<file path="src/rtl/waveform_pkg.sv">
// Shared waveform-mode encodings and LFSR constants for the DDS waveform source.
package waveform_pkg;

  localparam logic [1:0] MODE_SQUARE = 2'd0;
  localparam logic [1:0] MODE_SAW    = 2'd1;
  localparam logic [1:0] MODE_TRI    = 2'd2;
  localparam logic [1:0] MODE_NOISE  = 2'd3;

  localparam logic [15:0] LFSR_SEED = 16'hACE1;
  localparam logic [15:0] LFSR_MASK = 16'hB400;

endpackage

</file>
<file path="src/rtl/lfsr_16.sv">
// 16-bit Galois right-shift LFSR; advances once per step, exposes the top OUT_W bits of the next state.
// Latency: the next value is combinational so the caller can register it on the same edge as the step.
module lfsr_16
  import waveform_pkg::*;
#(
  parameter int OUT_W = 12
) (
  input  logic             clk,
  input  logic             reset,
  input  logic             step,
  output logic [OUT_W-1:0] nxt_top
);

  logic [15:0] state;
  logic [15:0] nxt;

  // Seed is non-zero and the mask keeps it that way, so the lock-up state never occurs.
  assign nxt = state[0] ? ((state >> 1) ^ LFSR_MASK) : (state >> 1);
  assign nxt_top = nxt[15 -: OUT_W];

  always_ff @(posedge clk or posedge reset) begin
    if (reset) begin
      state <= LFSR_SEED;
    end else if (step) begin
      state <= nxt;
    end
  end

endmodule

</file>
<file path="src/rtl/dds_waveform_gen.sv">
// Phase-accumulator square/saw/triangle/noise source; one sample per DIV-cycle tick, valid 1 cycle after the tick.
// Ticks arriving while a sample is unaccepted are dropped and flag sticky overrun; AMPLITUDE_SCALE_EN adds atten.
module dds_waveform_gen
  import waveform_pkg::*;
#(
  parameter int DATA_W  = 12,
  parameter int PHASE_W = 16,
  parameter int DIV     = 2500
) (
  input  logic               qzt_clk,
  input  logic               reset,
  input  logic               enable,
  input  logic [1:0]         mode,
  input  logic [PHASE_W-1:0] freq_word,
`ifdef AMPLITUDE_SCALE_EN
  input  logic [1:0]         atten,
`endif
  input  logic               dac_ready,
  output logic               dac_valid,
  output logic [DATA_W-1:0]  Va,
  output logic [DATA_W-1:0]  Vb,
  output logic               overrun
);

  localparam int M     = PHASE_W - 1;
  localparam int CNT_W = (DIV > 1) ? $clog2(DIV) : 1;
  localparam logic [CNT_W-1:0] CNT_LAST = CNT_W'(DIV - 1);

  logic [CNT_W-1:0]   count;
  logic               tick;
  logic               accept;
  logic [PHASE_W-1:0] acc;
  logic [PHASE_W-1:0] acc_next;
  logic [DATA_W-1:0]  noise_code;
  logic [DATA_W-1:0]  wave;
  logic [DATA_W-1:0]  wave_scaled;

  assign tick     = enable && (count == CNT_LAST);
  assign accept   = tick && (!dac_valid || dac_ready);
  assign acc_next = acc + freq_word;

  always_ff @(posedge qzt_clk or posedge reset) begin
    if (reset) begin
      count <= '0;
    end else if (!enable || tick) begin
      count <= '0;
    end else begin
      count <= count + 1'b1;
    end
  end

  lfsr_16 #(
    .OUT_W (DATA_W)
  ) u_lfsr (
    .clk     (qzt_clk),
    .reset   (reset),
    .step    (accept),
    .nxt_top (noise_code)
  );

  // Code is derived from the post-update phase so the registered Va matches the new accumulator.
  always_comb begin
    wave = '0;
    case (mode)
      MODE_SQUARE: wave = {DATA_W{acc_next[M]}};
      MODE_SAW:    wave = acc_next[M -: DATA_W];
      MODE_TRI:    wave = acc_next[M] ? ~acc_next[M-1 -: DATA_W] : acc_next[M-1 -: DATA_W];
      default:     wave = noise_code;
    endcase
  end

`ifdef AMPLITUDE_SCALE_EN
  assign wave_scaled = wave >> atten;
`else
  assign wave_scaled = wave;
`endif

  always_ff @(posedge qzt_clk or posedge reset) begin
    if (reset) begin
      acc       <= '0;
      Va        <= '0;
      dac_valid <= 1'b0;
      overrun   <= 1'b0;
    end else begin
      if (accept) begin
        acc       <= acc_next;
        Va        <= wave_scaled;
        dac_valid <= 1'b1;
      end else if (dac_valid && dac_ready) begin
        dac_valid <= 1'b0;
      end
      if (tick && dac_valid && !dac_ready) begin
        overrun <= 1'b1;
      end
    end
  end

  assign Vb = ~Va;

endmodule

</file>
<file path="config.mk">
export PLATFORM = sky130hd
export DESIGN_NAME = dds_waveform_gen
export DESIGN_NICKNAME = d
export VERILOG_FILES = /design/src/rtl/waveform_pkg.sv /design/src/rtl/lfsr_16.sv /design/src/rtl/dds_waveform_gen.sv
export SDC_FILE = /design/constraint.sdc
export NUM_CORES = 1
export LEC_CHECK = 0
export ABC_AREA = 1
export CAP_MARGIN = 20
export CELL_PAD_IN_SITES_DETAIL_PLACEMENT = 1
export CELL_PAD_IN_SITES_GLOBAL_PLACEMENT = 1
export CORE_ASPECT_RATIO = 2
export CORE_UTILIZATION = 37
export DETAILED_ROUTE_END_ITERATION = 7
export PLACE_DENSITY = 0.8
export SKIP_LAST_GASP = 1
export SLEW_MARGIN = 0
export SYNTH_ARGS = -nofsm -noshare
export SYNTH_HDL_FRONTEND = slang
export SYNTH_SLANG_ARGS = --single-unit
</file>
<file path="constraint.sdc">
create_clock -name qzt_clk -period 2.08 [get_ports qzt_clk]
set_input_delay 0.624 -clock qzt_clk [delete_from_list [all_inputs] [get_ports qzt_clk]]
set_output_delay 0.624 -clock qzt_clk [all_outputs]
set_load 0.01 [all_outputs]
</file>
Yosys cells after proc, flatten, opt, wreduce, memory -nomap -nowiden --
Index checks and enable logic that the tools add are counted.
Word-level totals: ROM bits 0, bits in latches 0, logic and storage cells 32, RAM bits 0, memories kept 0, bits in registers 58, input port bits 22, output and inout port bits 26
Cells by class: div/mod/pow operators 0, bitwise logic cells 3, shifts and indexed selects 0, mux-type cells 6, equality and inequality tests 3, $lt $le $gt $ge 0, $add $sub $neg 2, reductions and logical operators 12, multipliers 0
Operators with widths (count):
- $pmux 12 s3 | 1
- $mux 12 | 2
- $not 12->12 | 2
- $add 16x16->16 | 1
- $mux 16 | 1
- $add 12x1->12 const B | 1
- $eq 12x12->1 const B | 1
- $logic_and 1x1->1 | 5
- $not 3->4 | 1
- $logic_not 1->1 | 3
- $eq 2x1->1 const B | 1
- $eq 2x2->1 const B | 1
- $logic_not 2->1 | 1
- $logic_or 1x1->1 | 2
- $mux 1 | 2
- $reduce_bool 2->1 | 1

Depth between registers and ports, before layout --
word-level depth 4, depth in mapped cells 15, mapped depth without buffers 15

Hierarchy --
A second synthesis with hierarchy kept.
Unflattened totals: cells, all modules 589, area total of the unflattened synthesis 4122.7 um2
Modules (own cells, without submodules):
- dds_waveform_gen | area an instance 3329.4 um2, seq. area each 1051.0 um2, times used 1, cells each 503
- lfsr_16 | area an instance 793.3 um2, seq. area each 410.4 um2, times used 1, cells each 86

Worst setup path after synthesis --
Ideal clock, no wire load.
path type in2reg, start point in freq_word[0], end point reg Va[8], path buffers 0, arrival 2079 ps, path slack -115 ps, required time 1964 ps, setup time 116 ps, stages on the path 14, cell sequence ha_1 > fa_1 > nand3_1 > nand3_1 > nand2_1 > nand2_1 > nand2_1 > nand3_1 > nand2_1 > nor2_1 > nor2_2 > nand2_1 > nand2_1 > nand2_1
Between the ends: word-level cells in the longest chain between the ends 4
RTL lines:
- start: declaration | line dds_waveform_gen.sv:14 | input logic [PHASE_W-1:0] freq_word,
- $add 16x16->16 (*) | line dds_waveform_gen.sv:40 | assign acc_next = acc + freq_word;
- $not 12->12 | line dds_waveform_gen.sv:67 | MODE_TRI: wave = acc_next[M] ? ~acc_next[M-1 -: DATA_W] : acc_next[M-1 -: DATA_W];
- $mux 12 | line dds_waveform_gen.sv:67
- $pmux 12 s3 (*) | line dds_waveform_gen.sv:64 | case (mode)
- end signal: assignment | line dds_waveform_gen.sv:87 | Va <= wave_scaled;
- end: declaration | line dds_waveform_gen.sv:20 | output logic [DATA_W-1:0] Va,
Mark *: on every way between the ends. The rest lies on a longest branch, timed or not. A chain may end at the register's enable or synchronous reset.

Worst setup path in the final report --
start point reg acc[8], end point reg Va[6]
Between the ends: word-level cells in the longest chain between the ends 4
RTL lines:
- start: declaration | line dds_waveform_gen.sv:32 | logic [PHASE_W-1:0] acc;
- start signal: assignment | line dds_waveform_gen.sv:86 | acc <= acc_next;
- $add 16x16->16 (*) | line dds_waveform_gen.sv:40
- $not 12->12 | line dds_waveform_gen.sv:67
- $mux 12 | line dds_waveform_gen.sv:67
- $pmux 12 s3 (*) | line dds_waveform_gen.sv:64
Marked as above.

==> impl_metrics.yaml <==
status:
  outcome: "finished, violations left"
  violations: "negative setup slack"
placed_design:
  dp_hpwl_mm: 9.76
  io_buffers: 47
  post-place-ws_ns: -0.793
  dpl_cell_area_um2: 5130
  gp_congestion: 0.824
layout:
  fill_cells: 1237
  mostFrequentLayoutCells: "nand2_1, inv_1, buf_4"
  fin_nets: 695
  regArea_um2: 1460
  multi_input_area_um2: 2790
  n_antenna_cell: 0
  syn_to_final_growth_pct: 49.6
  finish.utilization_pct: 57.0
  final_common_cell: "nand2_1"
  post-route-cell-area_um2: 6010
  drive_gt1_share_pct: 36.8
setup_path:
  worst-setup-path-type: "flop to flop"
  cp.required_ns: 2.29
  crit_arrival_ns: 2.45
  crit_path_start_kind: "flop"
  worstSetupEndpointType: "flop"
  cp_max_fo: 6
cts:
  clk_pin_slew_ns: 0.06
  cts_buffer_depth: 2
  clock-sinks: 58
  clk_latency_ns: 0.34
  htree_levels: 3
  cts_tree: "yes"
  ctsHoldBuffers: 0
  cts_inserted_buffers: 9
  cts-root-buf: "clkbuf_16"
die:
  die_w_um: 75.7
  start_util_pct: 38.1
  core-area_um2: 10500
  rows: 53
  die_y_um: 149
  dieArea_um2: 11300
  num_io_pins: 48
power:
  total_power_uw: 4060
  powerDensity_nw_per_um2: 675
  ir_drop_v: 0.000565
  p_leak_uw: 0.00297
detailed_routing:
  viasPerCell: 5.37
  postRouteAntennaNets: 0
  vias: 4282
  first_iter_violations: 203
  dr.pass1.iters: 4
  drc: 0
  wl_per_cell_um: 20.0
  wl_mm: 16.0
grt:
  grt_pass1_vias: 4789
  overflow: 0
  grt_pass1_wl_mm: 23.5
  grt_max_degree: 59
  grt_use_total_pct: 28.7
  antenna_found_initial: 0
sta:
  worst_slew_pin_slew_ns: 0.511
  finalHoldWorstSlack_ns: 0.480
  fin_skew_ns: 0.0104
  timing.fmax_ghz: 0.445
  period_share_pct: 108
  slew_violations: 0
  setup_viol: 12
  max_slew_margin_pct: 65.8
  hold_viol: 0
  setup_ws_ns: -0.165
  grt_setup_unrepaired: "true"
  period_minus_slack_ns: 2.25
logic_synthesis:
  synth_seq_area_share_pct: 36.4
  ys_warn_count: 0
  synth_seq_cells: 58
  ys_types: 41
  avgSynthCellArea_um2: 7.30
  synth_nets: 590
  synthesis.area_um2: 4020
  synthCells: 551
flow_run:
  maxCapViolations: 0
hold_path:
  hp-class: "flop to flop"
[layout make-up]
| class | instances | share of cell area, % |
|---|---|---|
| Tap cell | 137 | 2.85 |
| Clock buffer | 11 | 4.04 |
| Clock inverter | 5 | 2.08 |
| Multi-Input combinational cell | 404 | 46.4 |
| Sequential cell | 58 | 24.3 |
| Inverter | 76 | 4.83 |
| Timing Repair Buffer | 107 | 15.5 |
[path summary, 6_finish.rpt]
kind / from / endpoint / slack, ns / cells past startpoint
setup / recovery: acc[8] / Va[6] / -0.17 / 13
hold / removal: u_lfsr.state[15] / u_lfsr.state[15] / 0.48 / 2
setup reg to reg: acc[8] / Va[6] / -0.17 / 13
hold reg to reg: u_lfsr.state[15] / u_lfsr.state[15] / 0.48 / 2
max in group asynchronous: reset / u_lfsr.state[15] / 1.10 / 3
min in group asynchronous: reset / u_lfsr.state[1] / 0.65 / 3
[kinds of logic after synthesis]
group,Yosys count,share of synthesized area (%)
buffers and inverters,91,10.7
AND/OR/NAND/NOR,316,35.7
XOR/XNOR,12,2.61
AO/OA/AOI/OAI,50,7.16
flip-flops,58,36.4
adder cells (fa/ha/maj),17,5.48
multiplexers,7,2.05
[metal layers]
| metal | share of wire (%) | GRT usage (%) | up-vias |
|---|---|---|---|
| met5 | 0 | 0 | - |
| met4 | 7.6 | 22.0 | 0 |
| li1 | - | - | 1923 |
| met1 | 33 | 26.8 | 2119 |
| met2 | 56 | 51.9 | 154 |
| met3 | 3.3 | 5.52 | 86 |
[state kept, by name (all words and copies together) (netlist names)]
signal and count:
Va 12, dac_valid 1, count 12, acc 16
u_lfsr.state 16, overrun 1
[critical path, stage by stage (launching register included)]
cell     delay, ns
dfrtp_2       0.44
ha_4          0.25
nand2_2       0.06
nand2_2       0.06
nand2_2       0.09
nand2_4       0.07
a21oi_4       0.26
nand3_4       0.18
nand3_4       0.18
nand2_8       0.11
nor2_2        0.13
nand2_1       0.07
nand2_1       0.09
nand2_1       0.10
[power by group]
part,internal (uW),switching [uW]
sequential,1180,42.5
combinational,406,546
clock,1320,562
total,2910,1150
[Yosys cell counts (all sizes together)]
cell type | n | area, um^2
nor3 | 7 | 45.0
inv | 76 | 285
buf | 10 | 96.3
a31o | 1 | 8.76
nand2 | 205 | 840
dfstp | 8 | 210
nand3b | 3 | 22.5
mux2 | 7 | 82.6
fa | 1 | 20.0
clkbuf | 4 | 38.8
ha | 16 | 200
nand4 | 2 | 18.8
a21oi | 23 | 149
dfrtp | 50 | 1250
nand3 | 35 | 195
and3 | 2 | 12.5
or2 | 1 | 8.76
xnor2 | 2 | 17.5
nor3b | 4 | 35.0
nor4 | 3 | 18.8
xor2 | 10 | 87.6
o21ai | 26 | 130
and2 | 2 | 12.5
dlygate4sd1 | 1 | 8.76
nor2 | 52 | 225
[stage by stage]
step,setup TNS (ns),std cells
global placement,-13.72,767
CTS,0,792
floorplan,0,551
detailed placement,-15.08,767
finish,-0.786,798
global route,-2.05,798
[timing repair]
item	in CTS	in global routing
resized for setup	118	49
pin swaps	49	34
setup buffers	7	6
endpoints found under the setup margin	24	25
cloned	2	0
hold endpoints to repair	0	0
Power figures use the tool's default switching activity.
